[config.mk]
export PLATFORM = sky130hd
export DESIGN_NAME = cabac_bin_decoder
export DESIGN_NICKNAME = d
export VERILOG_FILES = /design/src/rtl/cabac_bin_decoder.sv
export SDC_FILE = /design/constraint.sdc
export NUM_CORES = 1
export LEC_CHECK = 0
export CELL_PAD_IN_SITES_DETAIL_PLACEMENT = 2
export CELL_PAD_IN_SITES_GLOBAL_PLACEMENT = 2
export CORE_UTILIZATION = 40
export DETAILED_ROUTE_END_ITERATION = 6
export PLACE_DENSITY_LB_ADDON = 0.1
export SYNTH_ARGS = -nofsm -noshare
export SYNTH_HDL_FRONTEND = slang
export SYNTH_SLANG_ARGS = --single-unit
[constraint.sdc]
create_clock -name clk -period 7.5 [get_ports clk]
set_input_delay 1.5 -clock clk [delete_from_list [all_inputs] [get_ports clk]]
set_output_delay 1.5 -clock clk [all_outputs]
set_load 0.01 [all_outputs]
[src/rtl/cabac_bin_decoder.sv]
// Context-adaptive binary arithmetic decoder: decodes one bin per request from a serial bitstream against a 16-entry context table.
// Latency: request handshake at T, bin_valid at T+2 without renormalisation; each renorm bit adds at least one cycle.
// Backpressure: bit source stalls via bit_ready/bit_valid, bin sink holds bin_valid until bin_ready; no new request until the bin is taken.
//
// Ports: clk/rst_n (async active-low); start (new slice), ctx_clear (zero all contexts);
//        bit_in/bit_valid/bit_ready (bitstream in); req_valid/req_ready/req_ctx (decode request);
//        bin_out/bin_valid/bin_ready (decoded bin); ctx_state_out/ctx_mps_out (post-update context);
//        bits_consumed (bits accepted since start); busy (not IDLE/READY).
// Optional build macro CABAC_BYPASS_EN adds req_bypass: equiprobable bins that read one bit and skip the context table.
module cabac_bin_decoder #(
  parameter int NUM_CTX = 16,
  parameter int CTX_W   = $clog2(NUM_CTX)
) (
  input  logic             clk,
  input  logic             rst_n,
  input  logic             start,
  input  logic             ctx_clear,
  input  logic             bit_in,
  input  logic             bit_valid,
  output logic             bit_ready,
  input  logic             req_valid,
  output logic             req_ready,
  input  logic [CTX_W-1:0] req_ctx,
`ifdef CABAC_BYPASS_EN
  input  logic             req_bypass,
`endif
  output logic             bin_out,
  output logic             bin_valid,
  input  logic             bin_ready,
  output logic [2:0]       ctx_state_out,
  output logic             ctx_mps_out,
  output logic [15:0]      bits_consumed,
  output logic             busy
);

  typedef struct packed {
    logic [2:0] state;
    logic       mps;
  } ctx_t;

  typedef enum logic [2:0] {
    S_IDLE, S_INIT, S_READY, S_DECODE, S_RENORM, S_OUTPUT, S_BYPASS
  } fsm_e;

  fsm_e             st, nxt_st;
  logic [8:0]       range_q, offset_q;
  logic [3:0]       init_cnt;
  logic [CTX_W-1:0] ctx_idx;
  ctx_t             ctx_tbl [NUM_CTX];

  ctx_t       cur_ctx, upd_ctx;
  logic [8:0] rlps, rmps, dec_range, dec_offset, sh_offset, sh_range;
  logic       is_lps, dec_bin;
  logic       bit_acc, req_acc, bin_acc;

  // Outputs are registered from nxt_st, so bit_ready/req_ready always
  // mirror the current state and can be used directly as handshake terms.
  assign bit_acc = bit_valid & bit_ready;
  assign req_acc = req_valid & req_ready;
  assign bin_acc = bin_valid & bin_ready;

  always_comb begin
    cur_ctx = ctx_tbl[ctx_idx];
    case (cur_ctx.state)
      3'd0:    rlps = 9'd128;
      3'd1:    rlps = 9'd104;
      3'd2:    rlps = 9'd84;
      3'd3:    rlps = 9'd68;
      3'd4:    rlps = 9'd56;
      3'd5:    rlps = 9'd44;
      3'd6:    rlps = 9'd36;
      default: rlps = 9'd28;
    endcase
    rmps       = range_q - rlps;
    is_lps     = (offset_q >= rmps);
    dec_bin    = is_lps ? ~cur_ctx.mps : cur_ctx.mps;
    dec_range  = is_lps ? rlps : rmps;
    dec_offset = is_lps ? (offset_q - rmps) : offset_q;
    upd_ctx    = cur_ctx;
    if (!is_lps) begin
      if (cur_ctx.state != 3'd7) upd_ctx.state = cur_ctx.state + 3'd1;
    end else if (cur_ctx.state == 3'd0) begin
      upd_ctx.mps = ~cur_ctx.mps;
    end else if (cur_ctx.state <= 3'd3) begin
      upd_ctx.state = cur_ctx.state >> 1;
    end else begin
      upd_ctx.state = cur_ctx.state - 3'd1;
    end
    // 9-bit shifts wrap modulo 512 on non-conforming streams.
    sh_offset = {offset_q[7:0], bit_in};
    sh_range  = {range_q[7:0], 1'b0};
  end

`ifdef CABAC_BYPASS_EN
  logic       bypass_q;
  logic       byp_bin;
  logic [8:0] byp_offset;
  always_comb begin
    byp_bin    = (sh_offset >= range_q);
    byp_offset = byp_bin ? (sh_offset - range_q) : sh_offset;
  end
`endif

  always_comb begin
    nxt_st = st;
    if (start) begin
      nxt_st = S_INIT;
    end else begin
      case (st)
        S_INIT:   if (bit_acc && init_cnt == 4'd8) nxt_st = S_READY;
`ifdef CABAC_BYPASS_EN
        S_READY:  if (req_acc) nxt_st = req_bypass ? S_BYPASS : S_DECODE;
        S_BYPASS: if (bit_acc) nxt_st = S_OUTPUT;
`else
        S_READY:  if (req_acc) nxt_st = S_DECODE;
`endif
        S_DECODE: nxt_st = dec_range[8] ? S_OUTPUT : S_RENORM;
        S_RENORM: if (bit_acc && sh_range[8]) nxt_st = S_OUTPUT;
        S_OUTPUT: if (bin_acc) nxt_st = S_READY;
        default:  nxt_st = st;
      endcase
    end
  end

  always_ff @(posedge clk or negedge rst_n) begin
    if (!rst_n) begin
      st            <= S_IDLE;
      range_q       <= '0;
      offset_q      <= '0;
      init_cnt      <= '0;
      ctx_idx       <= '0;
      bin_out       <= 1'b0;
      ctx_state_out <= '0;
      ctx_mps_out   <= 1'b0;
      bits_consumed <= '0;
      bit_ready     <= 1'b0;
      req_ready     <= 1'b0;
      bin_valid     <= 1'b0;
      busy          <= 1'b0;
`ifdef CABAC_BYPASS_EN
      bypass_q      <= 1'b0;
`endif
      for (int i = 0; i < NUM_CTX; i++) ctx_tbl[i] <= '0;
    end else begin
      st        <= nxt_st;
      bit_ready <= (nxt_st == S_INIT) || (nxt_st == S_RENORM) || (nxt_st == S_BYPASS);
      req_ready <= (nxt_st == S_READY);
      bin_valid <= (nxt_st == S_OUTPUT);
      busy      <= !((nxt_st == S_IDLE) || (nxt_st == S_READY));

      if (start) begin
        range_q       <= 9'd510;
        offset_q      <= '0;
        init_cnt      <= '0;
        bits_consumed <= '0;
      end else begin
        case (st)
          S_INIT: if (bit_acc) begin
            offset_q      <= sh_offset;
            init_cnt      <= init_cnt + 4'd1;
            bits_consumed <= bits_consumed + 16'd1;
          end
          S_READY: if (req_acc) begin
            ctx_idx <= req_ctx;
`ifdef CABAC_BYPASS_EN
            bypass_q <= req_bypass;
`endif
          end
          S_DECODE: begin
            range_q       <= dec_range;
            offset_q      <= dec_offset;
            bin_out       <= dec_bin;
            ctx_state_out <= upd_ctx.state;
            ctx_mps_out   <= upd_ctx.mps;
          end
          S_RENORM: if (bit_acc) begin
            range_q       <= sh_range;
            offset_q      <= sh_offset;
            bits_consumed <= bits_consumed + 16'd1;
          end
`ifdef CABAC_BYPASS_EN
          S_BYPASS: if (bit_acc) begin
            offset_q      <= byp_offset;
            bin_out       <= byp_bin;
            bits_consumed <= bits_consumed + 16'd1;
          end
`endif
          default: ;
        endcase
      end

      // A clear overrides a same-cycle write-back. The write-back itself
      // is not cancelled by start: the decision was already made.
      if (ctx_clear) begin
        for (int i = 0; i < NUM_CTX; i++) ctx_tbl[i] <= '0;
      end else if (st == S_DECODE) begin
        ctx_tbl[ctx_idx] <= upd_ctx;
      end
    end
  end

endmodule

Yosys cells after proc, flatten, opt, wreduce, memory -nomap -nowiden

Cells that the tools add are included.

Bits in registers: 118
Input bits: 12
Output and inout port bits: 25
Logic and storage cells: 141

$add $sub $neg: 6
Magnitude comparators: 4
Equality and inequality tests: 21
Mux-type cells: 37
Bitwise operators: 6
Reduce and logical (&&, ||, !) cells: 22

Operator list:

| cell                                                            | number |
|---|---|
| 64-bit two-way mux                                              | 2 |
| 64-bit bitwise mux                                              | 1 |
| 8-bit one-hot mux with 7 select lines                           | 1 |
| 9-bit two-way mux                                               | 6 |
| 16-bit two-way mux                                              | 3 |
| 9-bit one-hot mux with 2 select lines                           | 2 |
| 3-bit two-way mux                                               | 9 |
| 3-bit == test, second input constant                            | 8 |
| 4-bit two-way mux                                               | 6 |
| 9-bit subtractor                                                | 2 |
| 16-bit by 1-bit adder with 16-bit output, second input constant | 1 |
| 4-bit binary-select mux with 4-bit select                       | 1 |
| 4-bit demux with 4-bit select                                   | 1 |
| 3-bit by 2-bit == test with 1-bit output, second input constant | 5 |
| 3-bit one-hot mux with 5 select lines                           | 1 |
| 3-bit by 1-bit == test with 1-bit output, second input constant | 3 |
| 9-bit greater-or-equal comparator                               | 1 |
| 3-bit inequality test, second input constant                    | 3 |
| 2-bit AND reduction                                             | 4 |
| 2-bit nonzero test                                              | 4 |
| 3-bit logical NOT                                               | 2 |
| 3-bit AND reduction                                             | 2 |
| 3-bit nonzero test                                              | 2 |
| 5-bit greater-or-equal comparator, second input constant        | 1 |
| 15 further kinds                                                | 25 |

Depth between registers and ports, before layout

Gate-level depths: netlist of the first run.

Depth after elaboration: 15
Gate-level depth with buffers: 28
Gate-level depth less buffers: 23

Worst setup path before layout of the first run

OpenSTA, ideal clock, no wires.

Path type: flip-flop to flip-flop
Start: register ctx_idx[0]
End: register ctx_tbl[49] (netlist bit)
Setup time: 100 ps
Arrival: 6430 ps
Required time: 7400 ps
Setup slack: 971 ps
Stages on the path, launching flop included: 26
Path buffers: 3
Clock period less this slack: 6529 ps
Path through: dfrtp_1 > buf_2 > buf_2 > mux4_2 > mux4_2 > inv_1 > ha_1 > o21bai_1 > o31ai_2 > nor2_1 > xnor2_1 > ha_1 > o21ai_0 > and3_1 > nand2b_1 > ha_1 > a21oi_1 > a21boi_0 > a311oi_1 > a2111oi_1 > o211a_1 > a2111oi_4 > mux2i_2 > buf_4 > mux2i_1 > a311oi_1

Word-level cells in the longest chain between the ends: 12
Elaborated cells between the ends (all ways): 30
Those cells by class: add/sub: 3; order compare: 4; eq/ne: 7; mux: 13; bitwise: 1; reduce/logical: 2

RTL lines:

| item                                                 | RTL line | RTL |
|---|---|---|
| start, declared                                      | 48       | `logic [CTX_W-1:0] ctx_idx;` |
| start signal, assigned                               | 164      | `ctx_idx <= req_ctx;` |
| 4-bit NOT with 5-bit output (not written as such) *  | 63, 197  |  |
| 4-bit binary-select mux with 4-bit select            | 63       | `cur_ctx = ctx_tbl[ctx_idx];` |
| 4-bit two-way mux (not written as such) (2 in a row) | 63       |  |
| 3-bit == test (tied with other cells)                | 64       | `case (cur_ctx.state)` |
| 8-bit one-hot mux with 7 select lines                | 64       |  |
| 9-bit subtractor                                     | 74       | `rmps = range_q - rlps;` |
| 9-bit greater-or-equal comparator                    | 75       | `is_lps = (offset_q >= rmps);` |
| 3-bit two-way mux                                    | 80       | `if (!is_lps) begin` |
| 64-bit bitwise mux *                                 | 197      | `ctx_tbl[ctx_idx] <= upd_ctx;` |
| 64-bit two-way mux *                                 | 196      | `end else if (st == S_DECODE) begin` |
| 64-bit two-way mux *                                 | 194      | `if (ctx_clear) begin` |
| end signal, assigned by index                        | 197      |  |
| end, declared                                        | 49       | `ctx_t ctx_tbl [NUM_CTX];` |

Every way passes the cells marked *; elsewhere a longest branch is shown, timed or not. The select of a mux whose other input is x is not followed.
A chain may end at the register's enable or synchronous reset.

Worst setup path in the final report of the first run

Start: register ctx_idx[0]
End: register ctx_tbl[13] (netlist bit)

Same word-level chain as after synthesis.

==> results.md, run 1 <==
* Post-route ant nets at 0
* Reg2Reg Setup Slack at 0.50 ns
* Clock Latency Late Sink at 0.42 ns
* Synth Cell Area at 6930 sq um
* Antenna cells at 0
* Clock root cell: clkbuf_16
* Fmax at 143 MHz
* Final period util at 93.3%
* Die area at 17900 sq um
* Leak at 3.28 nW
* Max-slew violations at 0
* Cells after Synth at 686
* Final Hold Viols at 0
* Status: complete, no violations
* RSZ-0062 raised after global routing: no
* Relative slew slack at 18.5%
* IO Count at 37
* Row cnt at 47
* Post-Route Skew at 0.00770 ns
* Ys Warns at 0
* GRT overflow at 0
* Wirelength per Cell at 23.0 um
* Post-CTS setup buffer count at 0
* Sequential area share after synthesis at 42.2%
* Critical path endpoint: ctx_tbl[13]
* DRC at 0
* Reg clk slew, reported paths at 0.05 ns
* Worst Reg-to-Reg Cells at 24
* Number of synthesized flops with an enable pin at 0
* R2r startpoint: ctx_idx[0]
* Actual slew at the worst max-slew pin at 1.21 ns
* Max-Cap Viols at 0
* Top_reg_cell synth: dfrtp_1
* Core box area at 16800 sq um
* Crit Path Max Fanout at 17
* Die width at 134 um
* Setup TNS Final at 0 ns
* Initial antenna violation count at 0
* Inst Count DP at 918
* Async S/R FF share, synth at 100%
* Clock tree buffer depth at 2
* DR vias at 5628
* Hold Crit Class: reg -> reg
* CP required at 7.80 ns
* Maximum vdd drop at 0.000159 V
* GRT Overall Usage at 26.2%
* Crit Reg-Reg Endpoint: ctx_tbl[13]
* Syn Nets at 719
* Synthesized flop and latch total at 117
* Post-DP HPWL at 15.3 mm
* Num CTS Buffers at 17
* WP data arrival at 7.30 ns
* Post-Route WL at 21.8 mm
* Htree depth at 4
* First DRT Iteration DRCs at 251
* Layout area overhead at 16.9%
* Global-route wire length before repair at 35.3 mm
* Vias in the first global route at 6216
* Crit. Startpoint: ctx_idx[0]
* Die Y at 134 um
* Clock Sinks at 117
* Initial Util at 41.4%
* Final non-filler cell total at 950
* GPL Wtd Cong at 0.810
* Mean post-synth cell area at 10.1 sq um
* Crit path time final at 7.00 ns
* # fillers at 1736
* Port bufs at 36
* CP startpoint kind: flop
* CP Class: reg -> reg
* Drt via density at 5.92
* Cell variety after synth at 64
* Share of post-route cells with drive strength above 1 at 14.2%
* CTS tree: done
* 1st-pass router iterations at 4
* Post-layout nets at 750
* Worst Setup End Kind: flop
* Largest net degree at the start of global routing at 68
* Worst hold slack at 0.506 ns
* Final Setup Violations at 0
* Pwr Density at 185 nW/um^2
[cells in the mapped netlist, types with 3 or more instances]
| master | instances | share of area (%) |
|---|---|---|
| xnor2_1 | 12 | 1.5 |
| nand2_1 | 35 | 1.9 |
| inv_1 | 17 | 0.92 |
| nand4_1 | 3 | 0.27 |
| mux4_2 | 17 | 5.5 |
| dfrtp_1 | 117 | 42 |
| or2_2 | 4 | 0.36 |
| buf_6 | 3 | 0.49 |
| nand3_1 | 7 | 0.51 |
| a21oi_1 | 29 | 2.1 |
| or3_1 | 12 | 1.1 |
| o211a_1 | 3 | 0.43 |
| mux2i_1 | 48 | 6.9 |
| nor3b_1 | 3 | 0.32 |
| o21ai_0 | 19 | 1.4 |
| a21o_1 | 4 | 0.43 |
| ha_1 | 20 | 3.6 |
| a31oi_1 | 4 | 0.36 |
| a311oi_1 | 34 | 4.3 |
| o22ai_1 | 8 | 0.72 |
| nor3_1 | 7 | 0.51 |
| o311a_1 | 3 | 0.43 |
| nor2b_1 | 5 | 0.45 |
| buf_2 | 9 | 0.65 |
| and3_1 | 9 | 0.81 |
| clkbuf_1 | 25 | 1.4 |
| nand2b_1 | 11 | 0.99 |
| mux2_2 | 15 | 2.4 |
| xor2_1 | 11 | 1.4 |
| nor2_1 | 118 | 6.4 |
| buf_1 | 4 | 0.22 |
| o211ai_1 | 4 | 0.43 |
| a211oi_1 | 25 | 2.7 |
[per-stage QoR]
stage	util, %	total power, W	worst slack [ns]	instance area (sq um)
after floorplan	-	0.000688	0.971	6930
after global placement	44.8	0.000721	0.519	7500
after detailed placement	44.8	0.000726	0.0617	7500
after CTS	48.2	0.00152	0.0249	8090
after global routing	48.4	0.00155	0.0255	8110
final	48.4	0.00150	0.501	8110
[metal layers]
layer  part of all wire [%]  global-route usage (%)  wire, um  vias up
met1                     43                    32.0      9310     2936
met4                    2.7                    10.2       592        0
met5                      0                       0         0        -
met3                    2.3                    4.38       509       24
li1                       -                       -         -     2579
met2                     52                    45.9     11400       89
[cells in the final DEF, fill, tap and decap left out, types with 19 or more instances in the layout]
master,instances
nor2_1,118
dfrtp_1,115
mux2i_1,48
nand2_1,35
a311oi_1,34
clkdlybuf4s50_1,34
a21oi_1,29
a211oi_1,25
ha_1,20
o21ai_0,19
buf_4,19
[worst max-delay path: stages, from the launching register on]
cell and delay, ns:
dfrtp_4 0.56, mux4_2 0.55, mux4_2 0.62, inv_1 0.19, ha_1 0.32, o21bai_1 0.18, o31ai_2 0.31, nor2_1 0.12
xnor2_1 0.14, ha_1 0.22, o21ai_0 0.37, and3_1 0.29, nand2b_1 0.10, ha_1 0.35, a21oi_1 0.19, a21boi_1 0.15
a311oi_1 0.29, a2111oi_2 0.11, o211a_1 0.26, a2111oi_4 0.35, buf_4 0.24, mux2i_2 0.22, buf_4 0.27, mux2i_1 0.14
a311oi_1 0.33
[worst min path at each step]
stage | from | end | slack [ns] | cells past startpoint
global route | ctx_state_out[1] | ctx_state_out[1] | 0.52 | 1
floorplan | ctx_tbl[22] | ctx_tbl[22] | 0.48 | 2
CTS | ctx_state_out[1] | ctx_state_out[1] | 0.52 | 1
finish | ctx_state_out[1] | ctx_state_out[1] | 0.51 | 1
detailed placement | ctx_state_out[1] | ctx_state_out[1] | 0.50 | 1
global placement | ctx_state_out[1] | ctx_state_out[1] | 0.49 | 1
[final cells by class]
type                    count  area, sq um  area share (%)
clock inverters            11          100            1.23
inverters                  17         63.8           0.787
well taps                 220          275            3.40
multi-input cells         510         3780            46.6
repair buffers             54          488            6.02
clock buffers              21          470            5.80
flip-flops and latches    117         2930            36.2
[logic make-up (layout without fill, tap and decap cells)]
logic type | Yosys count | after routing | synth area share [%]
and+or+nand+nor | 223 | 223 | 14.6
AOI/OAI and AO/OA | 156 | 156 | 16.5
DFF | 117 | 117 | 42.2
muxes | 82 | 82 | 15.3
buffers and inverters | 59 | 103 | 3.74
xor gates and xnor gates | 25 | 25 | 3.37
adders and majority gates | 23 | 23 | 4.19
other | 1 | 1 | 0.0541
[registers in the layout, summed over array words and instances, names as in the netlist]
signal	count
ctx_state_out	3
bin_out	1
bit_ready	1
bits_consumed	16
ctx_tbl	64
busy	1
ctx_mps_out	1
ctx_idx	4
req_ready	1
bin_valid	1
st	3
init_cnt	4
offset_q	9
range_q	8
[timing repair]
item	4_1_cts	5_1_grt
hold endpoints to repair	0	0
setup endpoints to repair	2	89
resized for setup	1	6
gates cloned	0	0
hold buffers	0	0
[power breakdown]
group | internal [W] | switching [W]
Combinational | 0.0000245 | 0.0000415
Clock | 0.000481 | 0.000306
Sequential | 0.000639 | 0.00000794
Total | 0.00114 | 0.000356
Note: power is estimated with default switching activity, not from simulation.
==> inputs of run 2 (changes only) <==
CORE_MARGIN = 10   (was not set)
clock period = 8 ns   (was 7.5 ns; I/O delays follow)
==> run 2 against run 1 <==
Net effect:
- utilization shrank 1.0 points
- first-iteration DRC count grew 22%
- highest routed layer unchanged
- via count shrank 0.46%
- worst setup slack gained 0.15 ns
- design area is essentially flat
- routed wire length shrank 0.42%
- final cell count is the same
- hold slack gained 0.027 ns
==> results.md, run 2 (same netlist as run 1, synthesis figures left out) <==
* Setup TNS Final at 0 ns
* Post-Route WL at 21.8 mm
* CTS tree: done
* R2r startpoint: ctx_idx[0]
* GPL Wtd Cong at 0.843
* Die width at 152 um
* NetSw at 0.000338 W
* DR vias at 5602
* Clock Latency Late Sink at 0.43 ns
* Most frequent cells in the layout: nor2_1 (118), dfrtp_1 (115), mux2i_1 (48)
* Die Y at 152 um
* Port bufs at 36
* CP startpoint kind: flop
* Hold Crit Class: reg -> reg
* Hold depth at 2
* Clock tree buffer depth at 2
* Pwr Density at 181 nW/um^2
* Post-DP HPWL at 15.0 mm
* Reg2Reg Setup Slack at 0.65 ns
* Crit Reg-Reg Endpoint: bit_ready
* Initial antenna violation count at 0
* Footprint of the multi-input gates at 3770 sq um
* Layout area overhead at 17.0%
* Share of post-route cells with drive strength above 1 at 13.4%
* Final Setup Violations at 0
* Reg clk slew, reported paths at 0.06 ns
* Worst Hold End: ctx_tbl[54]
* Hold_sp: ctx_tbl[54]
* Core box area at 17100 sq um
* IO Count at 37
* Actual slew at the worst max-slew pin at 1.15 ns
* Worst Setup End Kind: flop
* Int Power at 0.00113 W
* Placement Cell Area at 7470 sq um
* Row cnt at 48
* Drt via density at 5.90
* Antenna cells at 0
* Biggest registers after layout: ctx_tbl: 64 flops, bits_consumed: 16 flops, offset_q: 9 flops
* GRT Overall Usage at 19.7%
* Post-route cell area at 8110 sq um
* Status: complete, no violations
* Crit Path Max Fanout at 18
* Post-Route Skew at 0.0140 ns
* RSZ-0062 raised after global routing: no
* Max-Cap Viols at 0
* Wirelength per Cell at 22.9 um
* GRT overflow at 0
* Die area at 23000 sq um
* Most flops, register: ctx_tbl
* Seq pwr share at 41.4%
* WP data arrival at 7.69 ns
* Clock Sinks at 117
* Clk pwr share at 54.3%
* Num CTS Buffers at 17
* Initial Util at 40.5%
* Crit path time final at 7.35 ns
* Reg area at 2930 sq um
* DRC at 0
* Leak at 3.26 nW
* CP Class: reg -> reg
* Relative slew slack at 23.3%
* 1st-pass router iterations at 7
* Post-layout nets at 745
* Switching Fraction at 23.0%
* Fmax at 136 MHz
* PnR Total Power at 0.00147 W
* First DRT Iteration DRCs at 307
* Global-route wire length before repair at 35.2 mm
* Clock root cell: clkbuf_16
* # fillers at 1766
* Worst hold slack at 0.533 ns
* Combinational share of power at 4.3%
* Post-route ant nets at 0
* Commonest non-fill, non-tap cell in the layout: nor2_1
* CP required at 8.34 ns
* Htree depth at 4
* Max reg flops at 64
* Vias in the first global route at 6224
* Max-slew violations at 0
* Worst Reg-to-Reg Cells at 23
* Final Hold Viols at 0
* Final period util at 91.8%
* Maximum vdd drop at 0.000173 V
* Largest net degree at the start of global routing at 76
run 2: through the flow:
| stage | worst slack, ns | std cells | utilization (%) |
|---|---|---|---|
| final | 0.653 | 950 | 47.4 |
| after CTS | 0.215 | 950 | 47.2 |
| after global routing | 0.0744 | 950 | 47.4 |
| after floorplan | 1.47 | 686 | - |
| after global placement | 0.782 | 918 | 43.7 |
| after detailed placement | 0.357 | 918 | 43.7 |
run 2: worst max-delay path by stage:
| stage | startpoint | to | slack, ns | cells past startpoint |
|---|---|---|---|---|
| 4_1_cts | ctx_idx[0] | ctx_tbl[45] | 0.22 | 23 |
| 5_1_grt | ctx_idx[0] | bit_ready | 0.07 | 24 |
| 2_1_floorplan | ctx_idx[0] | ctx_tbl[49] | 1.47 | 25 |
| 3_5_place_dp | ctx_idx[0] | ctx_tbl[29] | 0.36 | 23 |
| 3_3_place_gp | ctx_idx[0] | ctx_tbl[29] | 0.78 | 23 |
| 6_report | ctx_idx[0] | bit_ready | 0.65 | 23 |
run 2: what timing repair did:
| action | CTS | global route |
|---|---|---|
| setup endpoints to repair | 0 | 40 |
| resized for setup | 0 | 4 |
| hold buffers | 0 | 0 |
| buffers inserted | 0 | 0 |
run 2: final cells by class:
class,instances,area share [%]
Clock buffer,21,5.68
Tap cell,225,3.47
Multi-Input combinational cell,510,46.5
Inverter,17,0.787
Clock inverter,11,1.85
Timing Repair Buffer,49,5.55
Sequential cell,117,36.1
run 2: power groups by stage:
stage / sequential (W) / clock [W] / combinational, W
5_1_grt: 0.000607 / 0.000841 / 0.0000712
6_report: 0.000606 / 0.000796 / 0.0000635
3_3_place_gp: 0.000616 / 0 / 0.0000608
4_1_cts: 0.000606 / 0.000814 / 0.0000654
2_1_floorplan: 0.000616 / 0 / 0.0000291
3_5_place_dp: 0.000617 / 0 / 0.0000643
run 2: critical path: stages, from the launching register on:
cell       delay, ns
dfrtp_2         0.61
mux4_2          0.58
mux4_2          0.61
inv_1           0.19
ha_1            0.33
o21bai_1        0.19
o31ai_2         0.31
nor2_1          0.11
xnor2_1         0.15
ha_1            0.25
o21ai_0         0.39
and3_1          0.27
nand2b_1        0.10
ha_1            0.36
o211ai_1        0.13
a21boi_0        0.42
a311oi_1        0.10
a2111oi_1       0.56
o2111a_1        0.30
a2111oi_4       0.06
buf_4           0.22
nor3b_1         0.17
nor4_2          0.56
mux2i_1         0.27
run 2: per-layer routing:
metal	track usage [%]	routed length, um	vias to the layer above
met5	0	0	-
met4	7.01	495	0
met2	35.6	11700	87
li1	-	-	2573
met1	22.6	8950	2912
met3	3.86	649	30
==> inputs of run 3 (changes only) <==
CORE_UTILIZATION = 43   (was 40)
clock period = 8.9 ns   (was 8 ns; I/O delays follow)
==> run 3 against run 2 <==
Net effect:
- final cell count down 1.4%
- first-iteration DRC count is 20% lower
- design area shrank 1.3%
- combinational power fell by 10%
- total power decreased by 14%
- clock power shrank 18%
==> results.md, run 3 (same netlist as run 1, synthesis figures left out) <==
* Status: complete, no violations
* Crit Path Max Fanout at 20
* Clock Latency Late Sink at 0.42 ns
* Fmax at 128 MHz
* Hold buffers post-CTS at 0
* Share of post-route cells with drive strength above 1 at 12.9%
* Clock Sinks at 117
* Clock tree buffer depth at 2
* GRT Overall Usage at 21.5%
* RSZ-0062 raised after global routing: no
* Post-DP HPWL at 15.3 mm
* Reg clk slew, reported paths at 0.06 ns
* CTS tree: done
* Post-Route Skew at 0.0127 ns
* Hold Crit Class: reg -> reg
* Core box area at 15800 sq um
* Port bufs at 36
* Initial antenna violation count at 0
* Drt via density at 5.98
* Wirelength per Cell at 24.0 um
* Final period util at 87.7%
* Crit path time final at 7.81 ns
* Dpl ws at 1.11 ns
* Post-CTS sizing at 0
* Biggest registers after layout: ctx_tbl: 64 flops, bits_consumed: 16 flops, offset_q: 9 flops
* Commonest non-fill, non-tap cell in the layout: nor2_1
* Worst Setup End Kind: flop
* First DRT Iteration DRCs at 246
* CP startpoint kind: flop
* Max-slew violations at 0
* Final setup margin at 1.09 ns
* Htree depth at 4
* Final Hold Viols at 0
* Worst hold slack at 0.530 ns
* Setup TNS Final at 0 ns
* Die Y at 147 um
* Global-route wire length before repair at 36.8 mm
* Post-Route WL at 22.5 mm
* Num CTS Buffers at 17
* Largest net degree at the start of global routing at 69
* CP required at 9.20 ns
* Post-layout util at 50.6%
* Layout area overhead at 15.5%
* Max reg flops at 64
* GPL Wtd Cong at 0.872
* 1st-pass router iterations at 4
* Relative slew slack at 21.8%
* DR vias at 5599
* Max-Cap Viols at 0
* Actual slew at the worst max-slew pin at 1.16 ns
* Maximum vdd drop at 0.000131 V
* Final Setup Violations at 0
* Post-CTS setup buffer count at 0
* Post-route ant nets at 0
* Clock root cell: clkbuf_16
* Die width at 147 um
* PnR Total Power at 0.00126 W
* # fillers at 1622
* Post-layout nets at 743
* Initial Util at 43.8%
* Most flops, register: ctx_tbl
* Row cnt at 46
* GRT overflow at 0
* DRC at 0
* Most frequent cells in the layout: nor2_1 (118), dfrtp_1 (117), mux2i_1 (48)
* Antenna cells at 0
* Pwr Density at 157 nW/um^2
* Die area at 21600 sq um
* Leak at 3.24 nW
* Vias in the first global route at 6359
* CP Class: reg -> reg
* WP data arrival at 8.11 ns
* IO Count at 37
## run 3: cell count changes in the layout (fill, tap and decap cells not counted), sizes merged
cell | before | now
buf | 15 | 13
bufinv | 3 | 1
clkbuf | 21 | 19
clkinv | 2 | 5
clkinvlp | 5 | 4
## run 3: cell type report
class / instances / area (sq um) / area share (%)
multi-input combinational: 510 / 3750 / 46.8
timing repair buffer: 47 / 435 / 5.44
tap: 216 / 270 / 3.38
clock buffer: 19 / 453 / 5.66
sequential: 117 / 2930 / 36.6
clock inverter: 11 / 105 / 1.31
inverter: 17 / 63.8 / 0.797
## run 3: critical path: stages, from the launching register on
cell and delay, ns:
dfrtp_1 0.90, buf_4 0.35, mux2_2 0.37, o22ai_1 0.47, or3_1 0.21, o21ai_2 0.12
inv_1 0.22, nor2_1 0.06, o21ai_0 0.29, ha_1 0.27, inv_1 0.11, ha_1 0.20
o21ai_0 0.40, and3_1 0.27, nand2b_1 0.13, ha_1 0.37, o211ai_1 0.13, a21boi_0 0.37
a311oi_1 0.08, a2111oi_1 0.55, o2111a_1 0.30, a2111oi_4 0.07, mux2i_2 0.84, mux2i_1 0.22
a311oi_1 0.38
## run 3: per-stage QoR
step                instances  cell area (sq um)
floorplan                 686               6930
global placement          907               7450
detailed placement        907               7450
CTS                       937               8010
global route              937               8010
finish                    937               8010
## run 3: per-layer routing
metal	part of all wire (%)	global-route usage (%)	up-vias	wire length, um
met5	0	0	-	0
met3	2.9	4.73	34	658
met2	53	38.5	98	11900
li1	-	-	2570	-
met4	2.8	8.13	0	628
met1	41	24.4	2897	9260
## run 3: worst paths after layout
path / startpoint / endpoint / slack (ns) / depth (start not counted)
max in group asynchronous: rst_n / ctx_idx[2] / 6.11 / 2
min in group asynchronous: rst_n / bits_consumed[10] / 1.41 / 1
worst min register to register: offset_q[0] / offset_q[0] / 0.53 / 2
worst max register to register: ctx_idx[1] / ctx_tbl[41] / 1.09 / 24
worst min-delay path: offset_q[0] / offset_q[0] / 0.53 / 2
worst max-delay path: ctx_idx[1] / ctx_tbl[41] / 1.09 / 24
## run 3: where the power goes
| group | leakage, nW | internal, W | switching (W) |
|---|---|---|---|
| combinational | 1.41 | 0.0000207 | 0.0000362 |
| clock | 0.263 | 0.000396 | 0.000260 |
| sequential | 1.56 | 0.000538 | 0.00000733 |
